**config.mk**
```make
export PLATFORM = sky130hd
export DESIGN_NAME = sub_bytes_sequencer
export DESIGN_NICKNAME = d
export VERILOG_FILES = /design/src/rtl/sub_bytes_sequencer.sv
export SDC_FILE = /design/constraint.sdc
export NUM_CORES = 1
export LEC_CHECK = 0
export ABC_AREA = 1
export CAP_MARGIN = 20
export CORE_MARGIN = 4
export CORE_UTILIZATION = 55
export DETAILED_ROUTE_END_ITERATION = 8
export GPL_ROUTABILITY_DRIVEN = 0
export HOLD_SLACK_MARGIN = 0.12
export PLACE_DENSITY = 0.95
export RECOVER_POWER = 100
export SETUP_SLACK_MARGIN = 0.1
export SLEW_MARGIN = 10
export SYNTH_ARGS = -nofsm -noshare
export SYNTH_HDL_FRONTEND = slang
export SYNTH_HIERARCHICAL = 1
export SYNTH_SLANG_ARGS = --single-unit
```
**constraint.sdc**
```tcl
create_clock -name clk_i -period 7.2 [get_ports clk_i]
set_input_delay 0.72 -clock clk_i [delete_from_list [all_inputs] [get_ports clk_i]]
set_output_delay 0.72 -clock clk_i [all_outputs]
set_load 0.02 [all_outputs]
```
**src/rtl/sub_bytes_sequencer.sv**
```systemverilog
// sub_bytes_sequencer
//   Byte-serial front end for the SubBytes datapath. A 128-bit AES state is
//   accepted on a valid/ready handshake and its 16 bytes are issued one per
//   cycle to an external S-box pipeline of fixed latency LAT. The returned
//   bytes are collected back into a 128-bit result, which is then offered on
//   a second valid/ready handshake.
//
//   Ports
//     clk_i, reset_i        clock, asynchronous active-high reset
//     in_valid_i/in_ready_o input handshake, in_state_i byte k = [127-8k -: 8]
//     byte_out_o/valid_o    byte stream to the S-box path (0 when not valid)
//     sub_in_i              substituted byte, LAT cycles after byte_out_o
//     out_valid_o/ready_i   output handshake, out_state_o same byte order

// One result byte. Cleared when a new state is accepted, written once when
// its returned byte arrives.
module sub_bytes_lane (
  input  logic       clk_i,
  input  logic       reset_i,
  input  logic       clr_i,
  input  logic       we_i,
  input  logic [7:0] d_i,
  output logic [7:0] q_o
);
  logic [7:0] data_q;

  always_ff @(posedge clk_i or posedge reset_i) begin
    if (reset_i)    data_q <= '0;
    else if (clr_i) data_q <= '0;
    else if (we_i)  data_q <= d_i;
  end

  assign q_o = data_q;
endmodule

module sub_bytes_sequencer #(
  parameter int NBYTES = 16,
  parameter int LAT    = 1
) (
  input  logic                  clk_i,
  input  logic                  reset_i,
  input  logic                  in_valid_i,
  output logic                  in_ready_o,
  input  logic [8*NBYTES-1:0]   in_state_i,
  output logic [7:0]            byte_out_o,
  output logic                  byte_valid_o,
  input  logic [7:0]            sub_in_i,
  output logic                  out_valid_o,
  input  logic                  out_ready_i,
  output logic [8*NBYTES-1:0]   out_state_o
);
  localparam int IW = $clog2(NBYTES);
  localparam int RW = $clog2(NBYTES + 1);

  typedef enum logic [1:0] {IDLE, ISSUE, DRAIN, DONE} state_e;

  state_e                   state_q, state_d;
  logic [NBYTES-1:0][7:0]   sbuf_q, sbuf_d;
  logic [IW-1:0]            icnt_q, icnt_d;
  logic [RW-1:0]            rcnt_q, rcnt_d;
  logic [LAT:0]             vld_pipe;
  logic                     cap;
  logic                     clr;
  logic [NBYTES-1:0][7:0]   res;

  assign in_ready_o   = (state_q == IDLE);
  assign byte_valid_o = (state_q == ISSUE);
  assign out_valid_o  = (state_q == DONE);

  // vld_pipe[0] is the issue strobe itself; stage LAT lines up with sub_in_i.
  generate
    if (LAT > 0) begin : g_dly
      logic [LAT:1] vld_q;
      always_ff @(posedge clk_i or posedge reset_i) begin
        if (reset_i) vld_q <= '0;
        else         vld_q <= vld_pipe[LAT-1:0];
      end
      assign vld_pipe = {vld_q, byte_valid_o};
    end else begin : g_nodly
      assign vld_pipe = byte_valid_o;
    end
  endgenerate

  // Gate on state so nothing is written while the result is being offered.
  assign cap = vld_pipe[LAT] & ((state_q == ISSUE) | (state_q == DRAIN));

  always_comb begin
    state_d    = state_q;
    sbuf_d     = sbuf_q;
    icnt_d     = icnt_q;
    rcnt_d     = rcnt_q;
    clr        = 1'b0;
    byte_out_o = '0;
    case (state_q)
      IDLE: begin
        if (in_valid_i) begin
          sbuf_d  = in_state_i;
          icnt_d  = '0;
          rcnt_d  = '0;
          clr     = 1'b1;
          state_d = ISSUE;
        end
      end
      ISSUE: begin
        // byte 0 sits in the top packed slot
        byte_out_o = sbuf_q[IW'(NBYTES-1) - icnt_q];
        icnt_d     = icnt_q + IW'(1);
        if (icnt_q == IW'(NBYTES-1)) state_d = DRAIN;
      end
      DRAIN: ;
      DONE: begin
        if (out_ready_i) state_d = IDLE;
      end
      default: state_d = IDLE;
    endcase
    // Last return ends collection; with LAT=0 this happens while still in
    // ISSUE, so it overrides the ISSUE->DRAIN step.
    if (cap) begin
      rcnt_d = rcnt_q + RW'(1);
      if (rcnt_q == RW'(NBYTES-1)) state_d = DONE;
    end
  end

  always_ff @(posedge clk_i or posedge reset_i) begin
    if (reset_i) begin
      state_q <= IDLE;
      sbuf_q  <= '0;
      icnt_q  <= '0;
      rcnt_q  <= '0;
    end else begin
      state_q <= state_d;
      sbuf_q  <= sbuf_d;
      icnt_q  <= icnt_d;
      rcnt_q  <= rcnt_d;
    end
  end

  generate
    for (genvar l = 0; l < NBYTES; l++) begin : g_lane
      sub_bytes_lane u_lane (
        .clk_i   (clk_i),
        .reset_i (reset_i),
        .clr_i   (clr),
        .we_i    (cap && (rcnt_q == RW'(NBYTES-1-l))),
        .d_i     (sub_in_i),
        .q_o     (res[l])
      );
    end
  endgenerate

  assign out_state_o = res;
endmodule

```
== Yosys cells after proc, flatten, opt, wreduce, memory -nomap -nowiden ==
Cells that the tools add are included.
Word-level totals
  register bits after elaboration: 268
  word-level logic and storage cells: 150
  output and inout bits: 139
Operators by class
  $add $sub $neg: 3
  muxes and demuxes: 48
  reduce and logical (&&, ||, !) cells: 40
  $lt $le $gt $ge: 1
  equality and inequality tests: 20
  bitwise operators: 2
Operators with widths (count)
  8-bit two-way mux: 34
  5-bit by 4-bit equality test with 1-bit output (second input constant): 8
  2-bit nonzero test: 19
  8-bit binary-select mux with 4-bit select: 1
  5-bit by 3-bit equality test with 1-bit output (second input constant): 4
  1-bit logical AND: 16
  5-bit two-way mux: 3
  5-bit by 2-bit equality test with 1-bit output (second input constant): 2
  2-bit two-way mux: 5
  4-bit case mux with 2 select lines: 1
  2-bit case mux with 3 select lines: 1
  2-bit AND reduction: 3
  5-bit by 1-bit adder with 5-bit output (second input constant): 1
  5-bit by 1-bit equality test with 1-bit output (second input constant): 1
  5-bit zero test: 1
  4-bit by 5-bit less-than comparator with 1-bit output (second input constant): 1
  4-bit by 1-bit adder with 4-bit output (second input constant): 1
  2-bit equality test (second input constant): 2
  4-bit equality test (second input constant): 1
  4-bit two-way mux: 1
  4-bit subtractor (first input constant): 1
  2-bit by 1-bit equality test with 1-bit output (second input constant): 1
  2-bit zero test: 1
  1-bit two-way mux: 2
  other kinds (3): 3

== Logic depth before layout (Yosys ltp) ==
Gate-level depths: netlist of the first run.
  word-level depth: 6
  depth in mapped cells: 10
  mapped depth without buffers: 9

== Cells and area by module ==
The synthesis of the first run kept the hierarchy.
Modules (own cells, without submodules)
  sub_bytes_sequencer: sequential area each 3503.4 um^2, cells each 936, area an instance 7025.5 um^2, instances 1
  sub_bytes_lane: sequential area each 200.2 um^2, cells each 36, area an instance 339.1 um^2, instances 16

== Worst setup path after synthesis of the first run ==
OpenSTA, ideal clock, no wires.
  path type: reg2reg
  from: register state_q[1]
  to: register g_lane[0].u_lane.data_q[0]
  cell stages (with the launch flop): 10
  data required time: 7082 ps
  setup slack: 4155 ps
  setup time: 118 ps
  buffers on the path: 2
  arrival: 2926 ps
  cell sequence: dfrtp_1 inv_1 ha_1 nand2_1 inv_2 buf_4 buf_2 inv_2 nand3_1 nand2_1
On the way
  elaborated cells on any way between the ends: 9
RTL lines
  start: declaration: line 57  | state_e state_q, state_d;
  start signal: assignment: line 131  | state_q <= state_d;
  2-bit zero test (*)
  named net in_ready_o: line 43  | output logic in_ready_o,
  1-bit two-way mux (*): line 94  | case (state_q)
  named net clr: line 63  | logic clr;
  8-bit two-way mux / 2-bit nonzero test (equally long branches)
  end signal: assignment: line 30  | else if (we_i) data_q <= d_i;
  end: declaration: line 25  | logic [7:0] data_q;
The timed path passes the listed nets; every way through them passes the cells marked *.
A chain may end at the register's enable or synchronous reset.

== Final worst setup path of the first run ==
  from: register state_q[1]
  to: register g_lane[14].u_lane.data_q[6]
On the way
  longest elaborated chain between the ends: 5
  elaborated cells on any way between the ends: 9
Ends and longest elaborated chain
  2-bit by 1-bit equality test with 1-bit output / 2-bit equality test (equally long branches): line 85  | assign cap = vld_pipe[LAT] & ((state_q == ISSUE) | (state_q == DRAIN));
  1-bit bitwise OR: line 85
  1-bit bitwise AND: line 85
  1-bit logical AND: line 144  | .we_i (cap && (rcnt_q == RW'(NBYTES-1-l))),
  2-bit nonzero test (no source line)
  end signal: assignment: line 30
  end: declaration: line 25
Several ways; a longest one is shown, not always the timed one.

==> impl_results.md, run 1 <==
* Placed Cells at 2,006
* F_max at 187 MHz
* Pin count of the biggest net entering global routing at around 180
* Flip-flop and latch count after synthesis at around 270
* Leak pwr at 8.42 nW
* HPWL Detailed at about 26 mm
* Drt drc at 0
* Via-to-Cell Ratio at 5.71
* Initial core utilization at between 50% and 60%
* Final Hold Fails at 0
* Die ar. at 25,100 µm²
* # rows at 54
* Fraction of synthesized area in multiplexers at 0%
* Final WL at ~38 mm
* Die width at 158 µm
* Final instance area at about 16,000 µm²
* Final worst slack at roughly 1.8 ns
* Die H at roughly 160 µm
* Synth async-reset ratio at 100%
* EDFF count, synth at 0
* Syn Std Cell Area at between 10,000 and 15,000 µm²
* Skew-Pair Late Insertion Delay at ~0.53 ns
* Worst min-delay path category: flop to flop
* Post-cts hold buffer count at 0
* Root Driver: clkbuf_16
* Crit path cell chain: inv_1 -> ha_1 -> nand2_1 -> inv_8 -> clkbuf_1 -> inv_2 -> nand3_1 -> nand2_1
* RSZ-0062 raised after global routing: false
* Slew margin rel. at -94.9%
* Layout cells sized above 1 at under 10%
* Post-route ant nets at 0
* Post-Synthesis Cells at 1,512
* Worst-Margin Slew at roughly 2.9 ns
* Crit-path most repeated cell: nand2_1
* Total of max-cap violations at 4
* CP Data Arrival Time at between 5 and 6 ns
* Port bufs at 278
* Largest family of logic cells by synthesized area: simple AND/OR/NAND/NOR gates
* Worst hold margin at between 0.4 and 0.5 ns
* Top-count cell post-synth: nand2_1
* Adder-cell share of the synthesized area at 1.00%
* DR iter-0 viols at between 1,000 and 1,500
* Worst path top cell family by delay: buffers and inverters
* Fin Setup TNS at 0 ns
* Crit path buf inv count at 4
* Commonest cells post-synth: nand2_1 (567), dfrtp_1 (268), nand3_1 (231)
* Distinct cells, synth at 22
* Post-synth top flop: dfrtp_1
* Pwr per Cell Area at approximately 340 nW/µm²
* Num Clock Sinks at around 270
* Setup violations, final at 0
* First-pass GRT wire length at slightly below 60 mm
* Post-cts resize count at 0
* Synth top area share at roughly 54%
* Yosys warning count at 6
* XOR/XNOR share of the synthesized area at 0.0703%
* Number of global-route vias before repair at roughly 11,000
* GRT Total Usage at between 20% and 30%
* H-tree lvl count at 1
* Syn avg cell area at about 8 µm²
* Remaining global-route overflow at 0
* CP max FO at ~180
* Place WS at 3.07 ns
* I/O Pins at ~280
* Synth Area in Simple Gates at a little under a third
* Core Box Area at ~22,000 µm²
* Clock tree from TritonCTS: yes
* P&R area growth vs syn at 27.8%
* Critical Path Slowest Stage Cell: clkbuf_1
* CTS clk-pin slew, worst paths at 0.06 ns
* Compound-Gate Fraction of Synth Area at about 5.6%
* DR pass1 iterations at 6
* Share of the yosys chip area belonging to registers at 53.9%
* DP Area at between 15,000 and 20,000 µm²
* Final Cycle Share at ~74%
* Crit. End Element: flop
* Data required, critical path at 7.61 ns
* Non-filler cells, final at 2,049
* Synth area leader: dfrtp_1
* Routed wire per std cell at 18.4 µm
* Violated checks: max-capacitance violations, max-slew violations
* Total power draw at roughly 5.4 mW
* Initial antenna violation count at 0
* Synth top area cells: dfrtp_1 (54%), nand2_1 (17%), nand3_1 (9.3%), inv_1 (4.3%), o21ai_1 (2.8%)
* Max-slew violations at 240
* Max IR drop VDD at around 0.00021 V
* Syn_nets at approximately 1,700
* Clk buf depth at 3
* Critical path class: flop to flop
* Status: complete, but fails checks
* Clock Skew at just over 0.01 ns
* Startpoint types: flop
* Final nets at around 1,900
* CP peak stage delay at 2.14 ns
* Post-CTS Setup Repair Bufs at 0
* Num CTS Buffers at 27
* Final Util at approximately 72%
* Clock period minus worst slack at around 5.4 ns
* Via count at about 12,000
## where the power goes
| part | switching, mW | total, mW | internal (mW) | leakage (nW) |
|---|---|---|---|---|
| Combinational | 1.31 | 1.96 | 0.654 | 4.51 |
| Clock | 0.563 | 1.30 | 0.741 | 0.398 |
| Sequential | 0.179 | 2.09 | 1.91 | 3.51 |
## worst paths after layout
path                                                startpoint  depth (start not counted)                                    to  slack [ns]
setup / recovery                          state_q[1]$_DFF_PP0_                          8  g_lane[14].u_lane/q_o[6]$_DFFE_PP0P_        1.85
hold reg to reg            g_lane[8].u_lane/q_o[3]$_DFFE_PP0P_                          2   g_lane[8].u_lane/q_o[3]$_DFFE_PP0P_        0.47
max in group asynchronous                              reset_i                          4                 icnt_q[1]$_DFFE_PP0P_        3.09
min in group asynchronous                              reset_i                          3   g_lane[9].u_lane/q_o[6]$_DFFE_PP0P_        1.27
hold / removal             g_lane[8].u_lane/q_o[3]$_DFFE_PP0P_                          2   g_lane[8].u_lane/q_o[3]$_DFFE_PP0P_        0.47
setup reg to reg                          state_q[1]$_DFF_PP0_                          8  g_lane[14].u_lane/q_o[6]$_DFFE_PP0P_        1.85
## per-layer routing
metal	up-vias	routed length, µm	global-route usage (%)
li1	5227	-	-
met1	5496	13300	37.1
met2	810	18100	49.0
met3	167	4070	5.00
met4	0	2220	16.2
met5	-	0	0
## registers in the layout, indices dropped and copies added, names as in the netlist
signal	cells
g_dly.vld_q	1
g_lane.u_lane/q_o	128
icnt_q	4
rcnt_q	5
sbuf_q	128
state_q	2
## tightest hold or removal path, stage by stage (launching register included)
cell and delay, ns:
dfrtp_1 0.34, nand2_1 0.05, nand2_1 0.04
## cells in the final DEF, fill, tap and decap left out, types with 3 or more instances in the layout
master             n
a21oi_1           12
clkbuf_1           8
clkbuf_16         27
clkbuf_8           6
clkdlybuf4s50_1  139
clkinv_2           3
dfrtp_1          266
dlygate4sd3_1    139
ha_1              10
inv_1            147
inv_2             11
nand2_1          567
nand3_1          231
nor2_1            48
nor2_8            16
o21ai_0          121
o22ai_1            3
## layout make-up
| cell class | count | area [µm²] |
|---|---|---|
| flip-flops and latches | 268 | 6710 |
| repair buffers | 283 | 2810 |
| multi-input cells | 1011 | 4610 |
| fillers | 1505 | 6110 |
| diodes | 1 | 2.50 |
| well taps | 280 | 350 |
| clock inverters | 4 | 23.8 |
| inverters | 164 | 629 |
| clock buffers | 38 | 777 |
## logic make-up after synthesis
kind of cell	after synthesis
fa+ha+maj	10
buf+inv	233
xor+xnor	1
flops	268
simple gates	863
compound gates	137
Note: power is estimated with default switching activity, not from simulation.
==> run 2: changes to the inputs <==
- CORE_UTILIZATION: 55 -> 46
- PLACE_DENSITY: 0.95 -> 0.87
- clock period: 7.2 -> 4.6 ns (I/O delays scaled with it)
==> run 2 against run 1 <==
  * The flow still finishes with violations (max-capacitance violations, max-slew violations)
  * Worst hold slack got worse by 0.0016 ns
  * Total power rose by 59%
  * Largest cell class unchanged
  * First-iteration DRC count up 11%
  * Register-to-register slack lost 0.90 ns
  * Combinational power increased by 52%
  * Largest power group unchanged
==> impl_results.md, run 2 (same netlist as run 1, synthesis figures left out) <==
* Final nets at 1,909 (+0.21%)
* Startpoint types: flop
* Post-cts hold buffer count at 0 (unchanged)
* Status: complete, but fails checks
* Initial antenna violation count at 1 (+1)
* Routed wire per std cell at 17.5 µm (-5.1%)
* Drt drc at 0 (unchanged)
* Post-route ant nets at 0 (unchanged)
* Initial core utilization at 47.2% (-9.3 points)
* First-pass GRT wire length at 58.0 mm (-1.1%)
* Via count at 11,500 (-2.1%)
* Number of global-route vias before repair at 11,000 (-4.2%)
* Num Clock Sinks at 268 (unchanged)
* Final Util at 61.2% (-11 points)
* Remaining global-route overflow at 0 (unchanged)
* F_max at ~250 MHz
* M2 GR Usage at 39.0% (-10 points)
* Place WS at 1.39 ns (-1.68 ns)
* P&R area growth vs syn at 29.6%
* Post-CTS Setup Repair Bufs at 0 (unchanged)
* Worst min-delay path category: flop to flop
* Layout cells sized above 1 at 4.05% (-0.023 points)
* Crit path cell chain: clkinv_1 -> nand3_1 -> nand3_1 -> a21oi_1 -> dlygate4sd3_1
* Slew margin rel. at -23.2% (+72 points)
* Violated checks: max-capacitance violations, max-slew violations
* HPWL Detailed at 26.0 mm (+0.38%)
* Via-to-Cell Ratio at 5.42 (-5.1%)
* Critical path class: flop to output pin
* DR iter-0 viols at 1,453 (+11%)
* RSZ-0062 raised after global routing: false
* Pin count of the biggest net entering global routing at 101 (-45%)
* Post-cts resize count at 0 (unchanged)
* Setup violations, final at 0 (unchanged)
* Total of max-cap violations at 1 (-3)
* Die H at 173 µm (+8.9%)
* Root Driver: clkbuf_16
* Final Hold Fails at 0 (unchanged)
* Pwr per Cell Area at 528 nW/µm² (+57%)
* Num CTS Buffers at 28 (+3.7%)
* Final WL at 36.9 mm (-2.1%)
* Crit-path most repeated cell: nand3_1
* Max-slew violations at 86 (-64%)
* Total power draw at 8.52 mW (+59%)
* GRT Max-Usage Layer: met2
* Max IR drop VDD at 0.000329 V (+59%)
* Fin Setup TNS at 0 ns (unchanged)
* GR Util met3 at 4.70% (-0.30 points)
* Port bufs at 278 (unchanged)
* CP max FO at 20 (-89%)
* Die ar. at 29,800 µm² (+19%)
* Most frequent cells in the layout: nand2_1 (567), dfrtp_1 (267), nand3_1 (231), inv_1 (157), dlygate4sd3_1 (140)
* Clock period minus worst slack at a little under 4 ns
* Critical Path Slowest Stage Cell: dfrtp_1
* Skew-Pair Late Insertion Delay at 0.54 ns (about the same)
* DR pass1 iterations at 7 (+1)
* Grt met1 use at 31.0% (-6.2 points)
* Clock tree from TritonCTS: yes
* Clock Skew at 0.00841 ns (-0.00166 ns)
* Data required, critical path at 4.14 ns (-3.47 ns)
* Final worst slack at 0.661 ns (-1.19 ns)
* Final Cycle Share at 85.6%
* Die width at 173 µm (+8.9%)
* GRT Total Usage at 23.7% (-5.9 points)
* Crit. End Element: output pin
* H-tree lvl count at 1 (unchanged)
* Leak pwr at 8.50 nW (+0.90%)
* CTS clk-pin slew, worst paths at 0.06 ns (about the same)
* CP Data Arrival Time at 3.48 ns (-2.28 ns)
* CP peak stage delay at 0.81 ns (-1.33 ns)
* # fillers at 2,122 (+41%)
* # rows at 59 (+9.3%)
* Clk buf depth at 3 (unchanged)
* Core Box Area at 26,400 µm² (+20%)
* Commonest non-fill, non-tap cell in the layout: nand2_1
* Worst-Margin Slew at 1.85 ns (-1.08 ns)
* I/O Pins at 279 (unchanged)
-- run 2: changes by cell type in the layout (fill, tap and decap cells not counted), moves of 2 or more --
cell	change
inv_1	+10
inv_2	-10
clkinvlp_4	+4
buf_4	+3
clkbuf_16	+2
o21ai_0	-2
o21ai_1	+2
-- run 2: path summary, 6_finish.rpt --
kind	slack, ns	startpoint	endpoint	cells past startpoint
worst min register to register	0.46	g_lane[7].u_lane/q_o[0]$_DFFE_PP0P_	g_lane[7].u_lane/q_o[0]$_DFFE_PP0P_	2
max in group asynchronous	1.70	reset_i	sbuf_q[54]$_DFFE_PP0P_	4
worst max register to register	0.95	state_q[1]$_DFF_PP0_	sbuf_q[86]$_DFFE_PP0P_	8
worst max-delay path	0.66	icnt_q[2]$_DFFE_PP0P_	byte_out_o[0]	5
worst min-delay path	0.46	g_lane[7].u_lane/q_o[0]$_DFFE_PP0P_	g_lane[7].u_lane/q_o[0]$_DFFE_PP0P_	2
min in group asynchronous	1.05	reset_i	g_lane[12].u_lane/q_o[7]$_DFFE_PP0P_	3
-- run 2: power by group --
group / leakage [nW] / total, mW / switching (mW) / internal (mW)
sequential: 3.52 / 3.32 / 0.328 / 2.99
combinational: 4.54 / 2.97 / 1.97 / 0.996
clock: 0.441 / 2.23 / 0.928 / 1.30
total: 8.50 / 8.52 / 3.23 / 5.29
-- run 2: per-stage QoR --
stage,std cells,cell area [µm²],hold slack [ns]
CTS,2113,16200,0.429
global route,2114,16100,0.468
global placement,2064,15200,0.453
detailed placement,2064,15200,0.457
finish,2114,16100,0.464
floorplan,1512,12500,0.276
-- run 2: routing by layer --
| metal | up-vias | part of all wire, % |
|---|---|---|
| li1 | 5246 | - |
| met1 | 5345 | 38 |
| met2 | 735 | 47 |
| met3 | 126 | 10 |
| met4 | 0 | 4.4 |
| met5 | - | 0 |
-- run 2: final cells by class --
| cell class | instances | area [µm²] | area share, % |
|---|---|---|---|
| inverter | 164 | 632 | 3.92 |
| sequential | 268 | 6710 | 41.6 |
| timing repair buffer | 286 | 2850 | 17.7 |
| clock buffer | 40 | 827 | 5.13 |
| tap | 335 | 419 | 2.60 |
| antenna | 1 | 2.50 | 0.0155 |
| multi-input combinational | 1011 | 4610 | 28.6 |
| clock inverter | 9 | 85.1 | 0.527 |
-- run 2: worst max-delay path: cells and delay by family, from the launching register on --
| kind | cells | cell delay [ns] |
|---|---|---|
| buffers and inverters | 2 | 1.44 |
| AND/OR/NAND/NOR | 2 | 0.41 |
| AO/OA/AOI/OAI | 1 | 0.27 |
| flip-flops | 1 | 0.81 |
==> run 3: changes to the inputs <==
- CORE_UTILIZATION: 46 -> 47
- CTS_BUF_LIST: not set -> sky130_fd_sc_hd__clkbuf_8
- PLACE_DENSITY: 0.87 -> 0.88
==> run 3 against run 2 <==
  * Sequential power barely moved
  * Utilization rose by 0.69 points
  * Die area shrank 2.0%
  * Total power down 1.2%
  * Combinational power about the same
  * Wire length barely moved
  * Worst hold slack worse by 0.0096 ns
  * The run still ends with max-capacitance violations, max-slew violations left
  * Largest power group unchanged
==> impl_results.md, run 3 (same netlist as run 1, synthesis figures left out) <==
* Num CTS Buffers at 45 (+61%)
* Remaining global-route overflow at 0 (unchanged)
* Crit path buf inv count at 2 (unchanged)
* GRT Max-Usage Layer: met2
* Multi-input logic area at 4610 µm² (unchanged)
* Core Box Area at 26,100 µm² (-1.1%)
* CP max FO at 20 (unchanged)
* Clk buf depth at 3 (unchanged)
* M2 GR Usage at 39.8% (+0.72 points)
* Post-CTS Setup Repair Bufs at 0 (unchanged)
* Setup violations, final at 0 (unchanged)
* HPWL Detailed at 25.6 mm (-1.6%)
* Skew-Pair Late Insertion Delay at 0.56 ns (+0.02 ns)
* Commonest non-fill, non-tap cell in the layout: nand2_1
* Most frequent cells in the layout: nand2_1 (567), dfrtp_1 (267), nand3_1 (231), inv_1 (175), dlygate4sd3_1 (140)
* DP Area at 15,200 µm² (about the same)
* Worst-Margin Slew at 2.67 ns (+0.818 ns)
* DR iter-0 viols at 1,516 (+4.3%)
* Final instance area at 16,100 µm² (unchanged)
* Max IR drop VDD at 0.000325 V (-1.3%)
* Crit. End Element: output pin
* Final WL at 36.9 mm (about the same)
* Final Cycle Share at 88.0% (+2.4 points)
* Post-cts hold buffer count at 0 (unchanged)
* Final worst slack at 0.552 ns (-0.108 ns)
* R2R depth at 8 (unchanged)
* Total of max-cap violations at 1 (unchanged)
* Worst hold endpoint: sbuf_q[101]$_DFFE_PP0P_
* R2R Setup Slk at 0.72 ns (-0.23 ns)
* Status: complete, but fails checks
* Initial antenna violation count at 1 (unchanged)
* GRT Total Usage at 24.6% (+0.92 points)
* # rows at 59 (unchanged)
* Root Driver: clkbuf_8
* FF/Latch Area at 6710 µm² (unchanged)
* DR pass1 iterations at 6 (-1)
* Pwr per Cell Area at 522 nW/µm² (-1.2%)
* Number of diodes at 0 (-1)
* Die width at 171 µm (-1.0%)
* CP peak stage delay at 0.85 ns (+0.04 ns)
* Worst hold margin at 0.455 ns (-0.00962 ns)
* Crit path cell chain: clkinv_1 -> nand3_1 -> nand3_1 -> a21oi_1 -> dlygate4sd3_1
* First-pass GRT wire length at 57.7 mm (-0.52%)
* # fillers at 2,090 (-1.5%)
* Via count at 11,500 (+0.31%)
* F_max at 247 MHz (-2.7%)
* Total power draw at 8.41 mW (-1.2%)
* Worst min-delay path category: input port to flop
* Critical Path Slowest Stage Cell: dfrtp_1
* Port bufs at 278 (unchanged)
* Fin Setup TNS at 0 ns (unchanged)
* Final Hold Fails at 0 (unchanged)
* Post-route ant nets at 0 (unchanged)
* Layout cells sized above 1 at 4.98% (+0.93 points)
* Num Clock Sinks at 268 (unchanged)
* Slew margin rel. at -77.7% (-55 points)
* Drt drc at 0 (unchanged)
* Worst path top cell family by delay: buffers and inverters
* Violated checks: max-capacitance violations, max-slew violations
* Clock tree from TritonCTS: yes
* Startpoint types: flop
* Clock period minus worst slack at 4.05 ns (+0.108 ns)
* CTS clk-pin slew, worst paths at 0.06 ns (about the same)
* Crit-path most repeated cell: nand3_1
* Via-to-Cell Ratio at 5.36 (-1.1%)
* Pin count of the biggest net entering global routing at 124 (+23%)
* Max-slew violations at 69 (-20%)
* Data required, critical path at 4.14 ns (about the same)
* GR Util met3 at 5.57% (+0.87 points)
* Initial core utilization at 47.8% (+0.54 points)
* Die ar. at 29,200 µm² (-2.0%)
* Critical path class: flop to output pin
* Routed wire per std cell at 17.2 µm (-1.5%)
* P&R area growth vs syn at 29.6% (unchanged)
* Worst r2r src: state_q[1]$_DFF_PP0_
* Die H at 171 µm (-1.0%)
* Critical path depth at 5 (unchanged)
* Place WS at 1.22 ns (-0.168 ns)
* Reg2reg end: g_lane[13].u_lane/q_o[3]$_DFFE_PP0P_
* RSZ-0062 raised after global routing: false
* I/O Pins at 279 (unchanged)
* CP Data Arrival Time at 3.59 ns (+0.11 ns)
* Clock Skew at 0.0442 ns (+0.0357 ns)
* Leak pwr at 8.60 nW (+1.2%)
* H-tree lvl count at 2 (+1)
* Post-cts resize count at 0 (unchanged)
* Number of global-route vias before repair at 11,200 (+2.0%)
* Grt met1 use at 32.1% (+1.1 points)
* Min-delay src: in_state_i[101]
* Final nets at 1,926 (+0.89%)
* Hold Path Depth at 3 (+1)
## run 3: changes by cell type in the layout (fill, tap and decap cells not counted), sizes merged
| cell | before | now |
|---|---|---|
| diode | 1 | 0 |
| buf | 5 | 4 |
| clkinv | 6 | 2 |
| clkbuf | 43 | 63 |
| clkinvlp | 4 | 1 |
| inv | 162 | 181 |
## run 3: per-stage QoR
stage,cells,utilization (%)
after CTS,2144,62.0
final,2144,61.9
after global placement,2064,58.5
after detailed placement,2064,58.5
after floorplan,1512,-
after global routing,2144,61.9
## run 3: layout make-up
class	count	share of cell area [%]
sequential	268	41.6
multi-input combinational	1011	28.6
timing repair buffer	286	17.6
clock inverter	21	0.752
inverter	164	3.89
clock buffer	59	5.03
tap	335	2.60
## run 3: how the worst max path moves through the flow
stage	from	end	slack [ns]
after floorplan	reset_i	g_dly.vld_q$_DFF_PP0_	0.39
after global placement	icnt_q[2]$_DFFE_PP0P_	byte_out_o[1]	1.19
after detailed placement	icnt_q[2]$_DFFE_PP0P_	byte_out_o[1]	1.22
after CTS	icnt_q[2]$_DFFE_PP0P_	byte_out_o[1]	0.57
after global routing	reset_i	icnt_q[0]$_DFFE_PP0P_	0.22
final	icnt_q[2]$_DFFE_PP0P_	byte_out_o[2]	0.55
## run 3: worst register-to-register path: stages, from the launching register on
cell and delay (ns):
dfrtp_1 0.41, inv_1 0.11, ha_1 0.26, nand2_1 0.53
inv_8 0.79, clkbuf_1 0.94, inv_1 0.40, nand3_1 0.20
nand2_1 0.10
## run 3: layer usage
metal,routed length [µm],up-vias
li1,-,5275
met1,14000,5418
met2,17500,673
met3,3830,119
met4,1560,2
met5,17,-
## run 3: power breakdown
group	total (mW)	switching, mW	internal [mW]
registers	3.30	0.305	2.99
clock network	2.16	0.954	1.20
logic	2.96	1.97	0.989
total	8.41	3.23	5.19
